$ cat src/rtl/seven_seg_pkg.sv
// Shared types and constants for the seven-segment scan driver.
// Contents: seg_t ({g,f,e,d,c,b,a}), SEG_OFF, HEX_SEG decode table (0-F),
//   and apply_pol() for pin polarity.
package seven_seg_pkg;

  typedef logic [6:0] seg_t;

  // Active-high segment pattern with every segment dark.
  localparam seg_t SEG_OFF = 7'h00;

  // Active-high hex glyphs, index = nibble value.
  localparam seg_t HEX_SEG [16] = '{
    7'h3F, 7'h06, 7'h5B, 7'h4F, 7'h66, 7'h6D, 7'h7D, 7'h07,
    7'h7F, 7'h6F, 7'h77, 7'h7C, 7'h39, 7'h5E, 7'h79, 7'h71
  };

  // Map an active-high pattern onto the pin polarity.
  function automatic seg_t apply_pol(seg_t s, bit act_low);
    return act_low ? ~s : s;
  endfunction

endpackage

$ cat src/rtl/hex_to_seven_seg.sv
// Combinational hex nibble to active-high seven-segment glyph.
// Ports: nibble (4-bit value in), seg (active-high {g,f,e,d,c,b,a} out).
module hex_to_seven_seg
  import seven_seg_pkg::*;
(
  input  logic [3:0] nibble,
  output seg_t       seg
);

  assign seg = HEX_SEG[nibble];

endmodule

$ cat src/rtl/seven_seg_scan_driver.sv
// Time-multiplexed N-digit seven-segment driver with frame-synchronous,
// tear-free value update through a valid/ready load port.
// Ports:
//   clk, rst_n            clock, async active-low reset
//   enable                1 = scan, 0 = dark with counters held at 0
//   load_valid/load_ready load handshake (ready = pending slot empty)
//   load_data/load_blank  nibble k and blank bit k belong to digit k
//   seg, an               registered segment / digit-enable pins
//   frame_done            pulse in the last cycle of each frame
module seven_seg_scan_driver
  import seven_seg_pkg::*;
#(
  parameter int unsigned N_DIGITS    = 4,
  parameter int unsigned PRESCALE    = 50000,
  parameter bit          SEG_ACT_LOW = 1'b1,
  parameter bit          AN_ACT_LOW  = 1'b1
) (
  input  logic                  clk,
  input  logic                  rst_n,
  input  logic                  enable,
  input  logic                  load_valid,
  output logic                  load_ready,
  input  logic [4*N_DIGITS-1:0] load_data,
  input  logic [N_DIGITS-1:0]   load_blank,
  output seg_t                  seg,
  output logic [N_DIGITS-1:0]   an,
  output logic                  frame_done
);

  localparam int unsigned PRES_W = $clog2(PRESCALE);
  localparam int unsigned IDX_W  = (N_DIGITS > 1) ? $clog2(N_DIGITS) : 1;
  localparam int unsigned DATA_W = 4 * N_DIGITS;

  localparam logic [PRES_W-1:0]   PRES_LAST = PRES_W'(PRESCALE - 1);
  localparam logic [IDX_W-1:0]    IDX_LAST  = IDX_W'(N_DIGITS - 1);
  localparam seg_t                SEG_DARK  = apply_pol(SEG_OFF, SEG_ACT_LOW);
  localparam logic [N_DIGITS-1:0] AN_DARK   = AN_ACT_LOW ? {N_DIGITS{1'b1}} : '0;

  logic [PRES_W-1:0]   pres;
  logic [IDX_W-1:0]    idx;
  logic [DATA_W-1:0]   disp_data;
  logic [N_DIGITS-1:0] disp_blank;
  logic [DATA_W-1:0]   pend_data;
  logic [N_DIGITS-1:0] pend_blank;
  logic                pend_full;

  logic                pres_wrap;
  logic                idx_wrap;
  logic                accept;
  logic                commit;
  logic                lit;
  logic                blank_sel;
  logic [N_DIGITS-1:0] sel_hot;
  logic [3:0]          nibble;
  seg_t                dec_seg;
  seg_t                seg_d;
  logic [N_DIGITS-1:0] an_d;

  // Single decoder shared by all digits; the scanned nibble is muxed in.
  hex_to_seven_seg u_dec (
    .nibble (nibble),
    .seg    (dec_seg)
  );

  assign load_ready = ~pend_full;
  assign frame_done = enable & pres_wrap & idx_wrap;

  // Scan decode and handshake qualifiers.
  always_comb begin
    pres_wrap = (pres == PRES_LAST);
    idx_wrap  = (idx == IDX_LAST);
    accept    = load_valid & ~pend_full;
    // A dark display cannot tear, so disabling commits immediately.
    commit    = pend_full & (frame_done | ~enable);
    // pres == 0 is the anti-ghosting dead slot.
    lit       = enable & (pres != '0);
    sel_hot   = N_DIGITS'(1) << idx;
    nibble    = 4'(disp_data >> {idx, 2'b00});
    blank_sel = |(disp_blank & sel_hot);
    seg_d     = apply_pol((lit && !blank_sel) ? dec_seg : SEG_OFF, SEG_ACT_LOW);
    an_d      = lit ? sel_hot : '0;
    if (AN_ACT_LOW) an_d = ~an_d;
  end

  // Counters, load/commit registers and output pins.
  always_ff @(posedge clk or negedge rst_n) begin
    if (!rst_n) begin
      pres       <= '0;
      idx        <= '0;
      disp_data  <= '0;
      disp_blank <= '0;
      pend_data  <= '0;
      pend_blank <= '0;
      pend_full  <= 1'b0;
      seg        <= SEG_DARK;
      an         <= AN_DARK;
    end else begin
      if (!enable) begin
        pres <= '0;
        idx  <= '0;
      end else if (pres_wrap) begin
        pres <= '0;
        idx  <= idx_wrap ? '0 : idx + IDX_W'(1);
      end else begin
        pres <= pres + PRES_W'(1);
      end

      if (commit) begin
        disp_data  <= pend_data;
        disp_blank <= pend_blank;
      end
      if (accept) begin
        pend_data  <= load_data;
        pend_blank <= load_blank;
      end
      // accept needs an empty slot and commit a full one: never both.
      if (commit)      pend_full <= 1'b0;
      else if (accept) pend_full <= 1'b1;

      seg <= seg_d;
      an  <= an_d;
    end
  end

endmodule

$ cat config.mk
export PLATFORM = sky130hd
export DESIGN_NAME = seven_seg_scan_driver
export DESIGN_NICKNAME = d
export VERILOG_FILES = /design/src/rtl/seven_seg_pkg.sv /design/src/rtl/hex_to_seven_seg.sv /design/src/rtl/seven_seg_scan_driver.sv
export SDC_FILE = /design/constraint.sdc
export NUM_CORES = 1
export LEC_CHECK = 0
export CORE_ASPECT_RATIO = 1.25
export CORE_MARGIN = 3
export CORE_UTILIZATION = 56
export DETAILED_ROUTE_END_ITERATION = 8
export GPL_TIMING_DRIVEN = 0
export PLACE_DENSITY = 0.82
export SYNTH_ARGS = -nofsm -noshare
export SYNTH_HDL_FRONTEND = slang
export SYNTH_SLANG_ARGS = --single-unit
$ cat constraint.sdc
create_clock -name clk -period 3.4 [get_ports clk]
set_input_delay 0.51 -clock clk [delete_from_list [all_inputs] [get_ports clk]]
set_output_delay 0.51 -clock clk [all_outputs]
set_load 0.005 [all_outputs]
* Yosys cells after proc, flatten, opt, wreduce, memory -nomap -nowiden
Memory sizes are Yosys's and may differ from the RTL's.
Index checks and enable logic that the tools add are counted.
** Storage, ports and cells
- Bits in read-only memories :: 112
- Output and inout bits :: 13
- Register bits after elaboration :: 70
- Memories kept :: 1
** Operators by class
- $add $sub $neg :: 2
- Equal/unequal tests :: 3
- Bitwise operators :: 12
- $lt $le $gt $ge :: 1
- Mux-type cells :: 11
- Reductions and logical operators :: 5
- Shift operators :: 2
** Memory list
- (no name shown) :: words 16, bits a word 7, read ports 1, clocked after memory_dff 0, write ports 0, RTL line hex_to_seven_seg.sv:10 : assign seg = HEX_SEG[nibble];
** Operators by type and width (count)
- $mux 16 :: 2
- $mux 7 :: 3
- $add 16x1->16 const B :: 1
- $eq 16x16->1 const B :: 1
- $reduce_bool 16->1 :: 1
- $shr 16x4->4 :: 1
- $not 7->7 :: 1
- $mux 2 :: 3
- $and 1x1->1 :: 5
- $ge 5x5->1 const B :: 1
- $not 4->5 :: 1
- $and 4x4->4 :: 1
- $mux 4 :: 1
- $not 4->4 :: 1
- $reduce_or 4->1 :: 1
- $shl 1x2->4 const A :: 1
- $add 2x1->2 const B :: 1
- $eq 2x2->1 const B :: 1
- $mux 1 :: 2
- $ne 2x1->1 const B :: 1
- $not 1->1 :: 2
- $reduce_bool 2->1 :: 1
- $logic_and 1x1->1 :: 1
- $logic_not 1->1 :: 1
- $or 1x1->1 :: 1

* Longest topological paths before layout
Gate-level depths: netlist of the first run.
- Depth after elaboration :: 7
- Gate-level depth with buffers :: 7
- Mapped depth without buffers :: 6

* Modules after synthesis
A second synthesis of the first run with hierarchy kept.
** Unflattened totals
- Cells, all modules :: 259
- Area total of the unflattened synthesis :: 3291.9 sq um
** By module, submodules not included
- seven_seg_scan_driver :: seq. area each 1765.4 sq um, cells each 226, instances 1, area an instance 3004.1 sq um
- hex_to_seven_seg :: seq. area each 0.0 sq um, cells each 33, instances 1, area an instance 287.8 sq um

* Worst setup path before layout of the first run
Ideal clock, no wire load.
- Kind :: register to register
- Start point :: register pres[11]
- End point :: register disp_blank[0]
- Stages on the path, launching flop included :: 6
- Period minus slack after synthesis :: 2422 ps
- Setup slack :: 978 ps
- Setup time :: 125 ps
- Arrival time :: 2296 ps
- Path through :: dfrtp_1 > or4_4 > or4_4 > o32a_4 > buf_6 > mux2_4
** On the way
- Cells in the longest elaborated chain, start to end :: 5
** RTL lines
- start: declaration :: RTL line seven_seg_scan_driver.sv:39 : logic [PRES_W-1:0] pres;
- start signal: assignment :: RTL line seven_seg_scan_driver.sv:105 : pres <= pres + PRES_W'(1);
- $eq 16x16->1 :: RTL line seven_seg_scan_driver.sv:70 : pres_wrap = (pres == PRES_LAST);
- $and 1x1->1 (2 in a row) :: RTL line seven_seg_scan_driver.sv:66 : assign frame_done = enable & pres_wrap & idx_wrap;
- $or 1x1->1 :: RTL line seven_seg_scan_driver.sv:74 : commit = pend_full & (frame_done | ~enable);
- $and 1x1->1 :: RTL line seven_seg_scan_driver.sv:74
- end signal: assignment :: RTL line seven_seg_scan_driver.sv:110 : disp_blank <= pend_blank;
- end: declaration :: RTL line seven_seg_scan_driver.sv:42 : logic [N_DIGITS-1:0] disp_blank;
No other way between the ends.
A chain may end at the register's enable or synchronous reset.

* Worst setup path after layout of the first run
- Start point :: register pres[10]
- End point :: output port frame_done
** On the way
- Cells in the longest elaborated chain, start to end :: 3
** RTL lines
- $eq 16x16->1 :: RTL line seven_seg_scan_driver.sv:70
- $and 1x1->1 (2 in a row) :: RTL line seven_seg_scan_driver.sv:66
- end: declaration :: RTL line seven_seg_scan_driver.sv:27 : output logic frame_done
No other way between the ends.

==> impl_metrics.tcl, run 1 <==
set metrics [dict create \
    worstMarginPinSlew_ps 844 \
    ant_nets 0 \
    die_x_um 75.0 \
    dr_wl_met3_um 202 \
    status "completed" \
    r2r_setup_slack_ps 750 \
    yosysWarnings 0 \
    cp_data_required_time_ps 2890 \
    hold_violations 0 \
    fin_util 0.707 \
    synth-edff-count 0 \
    drt_wl_total_um 6290 \
    synthTopCellsByCount "dfrtp_1 (59), mux2_2 (20), mux2_4 (20), nor2_1 (20), nand3_1 (13)" \
    period_minus_slack_ps 3220 \
    die-area_um2 6920 \
    synth_seq_cells 70 \
    r2r-start "pres[10]" \
    io_buffers 36 \
    yosys.cell_count.top_type "dfrtp_1" \
    worstSkewPairLatency_ps 330 \
    ys_seq_area_frac 0.530 \
    crit_slowest_cell "or4_4" \
    n_antenna_cell 0 \
    cpPeakStageDelay_ps 560 \
    synth_cell_types 42 \
    num-fill-cells 410 \
    hold_path.class "in2async" \
    finalSetupViolCount 0 \
    drtIter0Drc 147 \
    yosys.area.top_type "dfrtp_1" \
    h-tree-depth 3 \
    critPathCaptureType "output pin" \
    synthFlopType "dfrtp_1" \
    ir_drop_uv 369 \
    layout_worst_path_cycle_share 0.946 \
    rr_worst_depth 5 \
    grt_antenna_before_repair 0 \
    fin_nets 342 \
    postCtsResizedCells 0 \
    dp.cells 359 \
    skew_ps 6.93 \
    grt_first_pass_wirelength_um 10400 \
    chipHeight_um 92.3 \
    syn_nets 295 \
    setup_tns_ps 0 \
    wire_per_inst_um 16.8 \
    fin_cells 375 \
    drv_cap 0 \
    dpl.hpwl_um 4260 \
    clock_path_buffers 2 \
    initial_core_util 0.596 \
    cts_sinks 70 \
    max_slew_margin 0.437 \
    slew_violations 0 \
    path_clk_slew_ps 70 \
    rsz0062_at_grt "no" \
    grt_pass1_vias 2253 \
    syn2layout_area_growth_pct 18.6 \
    path_buf_inv 1 \
    worstSetupStartpointType "register" \
    synth.area.top_cells "dfrtp_1 (44%), mux2_4 (9.0%), dfstp_2 (8.7%)" \
    syn_area_um2 3330 \
    dpl-instance-area_um2 3770 \
    ios 37 \
    multi_input_area_um2 1470 \
    cts_setup_buffers 0 \
    routed_via_density 5.85 \
    num_rows 30 \
    critPathKind "reg2out" \
    final_area_um2 3950 \
    root_buffer "clkbuf_8" \
    r2r_end "pres[12]" \
    wl_met2_um 3220 \
    max_freq_mhz 311 \
    async_flop_share 1.00 \
    place_congestion 0.791 \
    yosys.area.top_type_share 0.443 \
    drc 0 \
    fp.coreArea_um2 5590 \
    hold_buffers 0 \
    power_density_nw_per_um2 596 \
    critPathMaxFanout 5 \
    path_cells "or4_4, nor4_1, nand3_1, nor2_1, clkdlybuf4s50_1" \
    postSynthAreaPerCell_um2 12.9 \
    critPathTopFamily "simple AND/OR/NAND/NOR gates" \
    vias 2192 \
    grt_max_degree 71 \
    layout-drive-gt1-share 0.254 \
    grtUsageTotal 0.199 \
    p_leak_nw 1.72 \
    seqCellArea_um2 1770 \
    firstDrtPassIters 4 \
    wl_met1_um 2710 \
    cts_tree "done" \
    cts_buffers 9 \
    syn_inst 259 \
    routed.top_layer "met4" \
    overflow 0 \
    worstPathArrival_ps 2710 \
]
==> worst reg2reg max path, delay by kind of cell, from the launching register on <==
kind,cells,cell delay (ps)
AOI/OAI and AO/OA,1,390
buffers and inverters,1,430
DFF,1,440
and+or+nand+nor,3,1250
==> cell families after synthesis <==
| group | count (synthesis) | share of synthesized area |
|---|---|---|
| muxes | 48 | 0.197 |
| and+or+nand+nor | 71 | 0.114 |
| xor gates and xnor gates | 12 | 0.0315 |
| buffers and inverters | 23 | 0.0304 |
| AOI/OAI and AO/OA | 23 | 0.0526 |
| adders and majority gates | 12 | 0.0450 |
| DFF | 70 | 0.530 |
==> worst max path at each step <==
stage	startpoint	endpoint	slack, ps	depth (start not counted)
after floorplan	pres[11]	disp_blank[0]	980	5
after global placement	rst_n	pend_data[15]	-420	1
after detailed placement	pres[11]	frame_done	590	5
after CTS	pres[11]	frame_done	200	5
after global routing	pres[10]	frame_done	50	5
final	pres[10]	frame_done	180	5
==> registers in the layout, summed over array words and instances, names as in the netlist <==
signal	cells
an	4
pend_full	1
idx	2
disp_blank	4
pres	16
pend_data	16
pend_blank	4
disp_data	16
seg	7
==> where the power goes <==
group | switching [W] | internal (W)
Clock | 0.000289 | 0.000325
Combinational | 0.000251 | 0.000362
Sequential | 0.000103 | 0.00102
==> final cells by class <==
cell class / instances / share of cell area
flip-flops and latches: 70 / 0.447
multi-input cells: 166 / 0.371
inverters: 12 / 0.0114
plain buffers: 11 / 0.0142
repair buffers: 36 / 0.0905
well taps: 64 / 0.0203
clock buffers: 15 / 0.0446
clock inverters: 1 / 0.00127
==> metal layers <==
layer	vias up	global-route usage
li1	1016	-
met1	1107	0.252
met2	53	0.315
met3	16	0.0428
met4	0	0.0979
met5	-	0
==> placed cells by master, fill, tap and decap left out, drive strengths merged, types with 9 or more instances in the layout <==
master         synthesis  layout
inv                   12      12
nand2                  9       9
dfstp                 11      11
mux2                  40      40
nor2                  20      20
clkbuf                 8      23
nand3                 13      13
dfrtp                 59      59
ha                    12      12
clkdlybuf4s50          0      35
==> through the flow <==
stage / hold slack [ps] / power (W) / setup slack (ps)
after floorplan: 214 / 0.00156 / 978
after global placement: 484 / 0.00171 / -416
after detailed placement: 493 / 0.00175 / 589
after CTS: 312 / 0.00237 / 197
after global routing: 352 / 0.00248 / 45.4
final: 278 / 0.00235 / 183
Note: power is estimated with default switching activity, not from simulation.
==> inputs of run 2 (changes only) <==
--- a/config.mk
+++ b/config.mk
@@ -7,10 +7,11 @@
 export LEC_CHECK = 0
 export CORE_ASPECT_RATIO = 1.25
 export CORE_MARGIN = 3
-export CORE_UTILIZATION = 56
+export CORE_UTILIZATION = 60
+export CTS_CLUSTER_DIAMETER = 120
 export DETAILED_ROUTE_END_ITERATION = 8
 export GPL_TIMING_DRIVEN = 0
-export PLACE_DENSITY = 0.82
+export PLACE_DENSITY = 0.87
 export SYNTH_ARGS = -nofsm -noshare
 export SYNTH_HDL_FRONTEND = slang
 export SYNTH_SLANG_ARGS = --single-unit
==> constraint.sdc (replaced) <==
create_clock -name clk -period 4 [get_ports clk]
set_input_delay 0.6 -clock clk [delete_from_list [all_inputs] [get_ports clk]]
set_output_delay 0.6 -clock clk [all_outputs]
set_load 0.005 [all_outputs]
==> impl_metrics.tcl, run 2 (same netlist as run 1, synthesis figures left out) <==
set metrics [dict create \
    status "completed" \
    setup_tns_ps 0 \
    overflow 0 \
    grt_first_pass_wirelength_um 10500 \
    hold_buffers 0 \
    power_density_nw_per_um2 507 \
    cts_setup_buffers 0 \
    worstMarginPinSlew_ps 839 \
    drtIter0Drc 139 \
    vias 2175 \
    rsz0062_at_grt "no" \
    hold_slack_ps 375 \
    grtUsageTotal 0.215 \
    hold_path.class "in2async" \
    grt_antenna_before_repair 0 \
    place_ws_ps 1110 \
    top_regs "disp_data (16), pend_data (16), pres (16)" \
    cp_data_required_time_ps 3400 \
    num_rows 29 \
    chipHeight_um 89.3 \
    critPathCaptureType "output pin" \
    skew_ps 9.97 \
    clock_path_buffers 2 \
    place_congestion 0.893 \
    hold_violations 0 \
    p_total_w 0.00200 \
    final_common_cell "dfrtp_1" \
    die_x_um 72.7 \
    initial_core_util 0.638 \
    syn2layout_area_growth_pct 18.5 \
    die-area_um2 6490 \
    cts_sinks 70 \
    max_freq_mhz 307 \
    period_minus_slack_ps 3260 \
    grt_pass1_vias 2194 \
    h-tree-depth 3 \
    dpl.hpwl_um 4190 \
    num-fill-cells 333 \
    layout-drive-gt1-share 0.254 \
    cts_tree "done" \
    p_leak_nw 1.72 \
    grt_max_degree 71 \
    ir_drop_uv 316 \
    io_buffers 36 \
    ant_nets 0 \
    critPathMaxFanout 4 \
    fp.coreArea_um2 5230 \
    fin_cells 373 \
    worstSetupStartpointType "register" \
    drc 0 \
    max_slew_margin 0.441 \
    fin_nets 342 \
    slew_violations 0 \
    dp.cells 357 \
    path_clk_slew_ps 70 \
    wire_per_inst_um 16.6 \
    postCtsResizedCells 0 \
    root_buffer "clkbuf_8" \
    cts_buffers 9 \
    drt_wl_total_um 6180 \
    n_antenna_cell 0 \
    finalSetupViolCount 0 \
    worstSkewPairLatency_ps 340 \
    worstPathArrival_ps 2660 \
    ios 37 \
    routed_via_density 5.83 \
    fin_ws_ps 743 \
    final_cell_mix "dfrtp_1 (59), clkdlybuf4s50_1 (35), nor2_1 (20), mux2_2 (20), mux2_4 (20)" \
    drv_cap 0 \
    layout_worst_path_cycle_share 0.814 \
    firstDrtPassIters 4 \
    critPathKind "reg2out" \
]
[run 2: final timing paths]
kind | startpoint | end | slack (ps) | cells past startpoint
setup / recovery | pres[11] | frame_done | 740 | 5
max in group asynchronous | rst_n | disp_data[11] | 3090 | 1
setup reg to reg | pres[11] | pres[13] | 1360 | 5
hold / removal | rst_n | pend_blank[2] | 370 | 1
min in group clk | pend_data[5] | disp_data[5] | 500 | 1
hold reg to reg | pend_data[5] | disp_data[5] | 500 | 1
[run 2: per-stage QoR]
stage,area [µm²],util
2_1_floorplan,3330,-
3_3_place_gp,3770,0.722
3_5_place_dp,3770,0.721
4_1_cts,3950,0.756
5_1_grt,3950,0.756
6_report,3950,0.756
[run 2: per-layer routing]
layer / track usage / routed length (µm)
met5: 0 / 0
met3: 0.0607 / 220
met2: 0.346 / 3140
met1: 0.274 / 2680
met4: 0.0906 / 145
[run 2: final cells by class]
class,instances,area (µm²),area share
flip-flops and latches,70,1770,0.447
multi-input cells,166,1470,0.371
repair buffers,36,358,0.0906
clock buffers,15,176,0.0447
well taps,62,77.6,0.0196
plain buffers,11,56.3,0.0143
inverters,12,45.0,0.0114
clock inverters,1,5.00,0.00127
[run 2: power by group]
part | switching (W) | internal [W]
sequential | 0.0000865 | 0.000871
combinational | 0.000216 | 0.000308
clock | 0.000245 | 0.000276
[run 2: critical path: stages (launching register included)]
cell,delay [ps]
dfrtp_1,410
or4_4,570
nor4_1,510
nand3_1,190
nor2_1,130
clkdlybuf4s50_1,510
==> edit, RTL diff (flow settings as in run 2) <==
Reset style: synchronous (`rst_n`), changed in one clocked block. Comments in the files are not updated.
--- a/src/rtl/seven_seg_scan_driver.sv
+++ b/src/rtl/seven_seg_scan_driver.sv
@@ -84,5 +84,5 @@
 
   // Counters, load/commit registers and output pins.
-  always_ff @(posedge clk or negedge rst_n) begin
+  always_ff @(posedge clk) begin
     if (!rst_n) begin
       pres       <= '0;
Formal check against the unedited RTL: differs if rst_n is asserted again (counterexample within 4 cycles, from zero or initial values and one cycle with rst_n low); with rst_n held inactive, the same outputs for 10 cycles.
==> edit against run 2 <==
  * Synthesized cell count rose by 72%
  * Setup slack improved by 0.11 ns
  * Largest cell class is now multi-input combinational cells
  * Critical path depth did not move
  * Sequential cell count did not move
  * Synthesized area rose by 12%
  * Die area rose by 11%
  * Routed wire length rose by 36%
  * Maximum frequency rose by 3.6%
  * Design area rose by 12%
Power is not compared: it rests on default switching activity, and its combinational part moved more than twofold at a synthesized area within 25%.
==> edit: results (changes against run 2) <==
- Layout multi-input combinational cell count: 321 (+93%)
- Primary FF master, synth: dfxtp_1
- Crit path DAT: 2.54 ns (-0.12 ns)
- Placed Instances: 564 (+58%)
- Min Hold Slack: 0.478 ns (+0.103 ns)
- Synth unique cells: 44 (+4.8%)
- CTS buffer count: 9 (unchanged)
- Fmax: 0.318 GHz (+3.6%)
- Synth Area in Compound Gates: 0.136 (+0.0831)
- Pre-CTS setup slack: 1.24 ns (+0.123 ns)
- Setup Skew: 0.00859 ns (-0.00138 ns)
- Fillers: 458 (+38%)
- Syn_area_per_cell: 8.37 sq um (-35%)
- Port Buffer Count: 36 (unchanged)
- Sequential cell area share: 0.318 (-0.129)
- Slowest cell on the critical path: clkdlybuf4s50_1
- Post-synthesis mux area share: 0.0402 (-0.156)
- Initial drt markers: 179 (+29%)
- Share of layout cells above drive strength 1: 0.0723 (-0.182)
- Met2 wire len: 4.24 mm (+35%)
- Area after DPL: 0.00420 sq mm (+11%)
- Reg2reg setup slack: 1.77 ns (+0.41 ns)
- Storage cell area: 0.00140 sq mm (-21%)
- Number of global-route vias before repair: 3369 (+54%)
- Clk_buf instances: 12 (-3)
- Syn nets: 482 (+63%)
- Worst Hold Class: reg -> reg
- Peak fanout along the critical path: 6 (+2)
- Fraction of area in multi-input gates: 0.475 (+0.104)
- Gr usage total: 0.247 (+0.0324)
- Inverters excl. clock: 14 (+2)
- Register-to-Register Path Depth: 6 (+1)
- Non-clk buf share: 0.123 (+0.0185)
- Layout Cells excl Fill: 580 (+55%)
- First-pass GRT wire length: 14.4 mm (+37%)
- Final nets: 529 (+55%)
- Leak: 1.63 nW
- Wl on met1: 3.43 mm (+28%)
- DRT Pass-1 Iters: 7 (+3)
- DPL Wire Length: 6.27 mm (+50%)
- Status: finished clean
- Post-synthesis sequential area ratio: 0.375 (-0.154)
- Hold-critical path depth: 2
- Slew Limit Headroom: 0.691 (+0.250)
- Wire per inst: 14.5 um (-12%)
- Reg2reg start: idx[0]$_SDFFE_PN0N_
- Commonest cells post-synth: dfxtp_1, nand2_1, nand3_1, nand4_1, clkbuf_1
- GPL Wtd Cong: 0.923 (+3.4%)
- Largest net degree at the start of global routing: 12 (-83%)
- Synth Warn #: 0 (unchanged)
- Number of non-clock buffers: 77 (+64%)
- Vias per inst: 6.01 (+3.1%)
- Met3 wire length: 457 um (+110%)
- Final clock-cell share: 0.0488 (+0.00284)
- Post-Synth XOR/XNOR Area: 0.0352 (+0.00364)
- CP Launch Point: pres[0]$_SDFF_PP0_
- Reg2reg end: seg[0]$_SDFF_PN1_
- Post-synth ARST share: 0 (-1.00)
- Synth Area in Adders: 0.0402 (-0.00484)
[edit: changes by cell type after synthesis, sizes merged, moves of 35 or more]
cell | before | now
dfrtp | 59 | 0
dfxtp | 0 | 70
mux2 | 40 | 4
nand2 | 9 | 55
nand3 | 13 | 48
nand4 | 7 | 48
[edit: worst reg2reg max path, stage by stage (launching register included)]
cell	delay, ns
dfxtp_1	0.38
buf_6	0.17
mux4_1	0.69
ha_1	0.26
or3_1	0.39
a21oi_1	0.15
o31ai_1	0.08
[edit: metal layers]
metal  up-vias  GRT usage
met5         -          0
met4         0      0.154
met3        26     0.0566
met2       119      0.456
met1      1603      0.252
li1       1738          -
[edit: power by group]
| group | leakage (nW) | internal (mW) | total [mW] | switching, mW |
|---|---|---|---|---|
| Clock | 0.110 | 0.367 | 0.631 | 0.264 |
| Sequential | 0.570 | 0.733 | 0.765 | 0.0313 |
| Combinational | 0.948 | 0.0820 | 0.172 | 0.0898 |
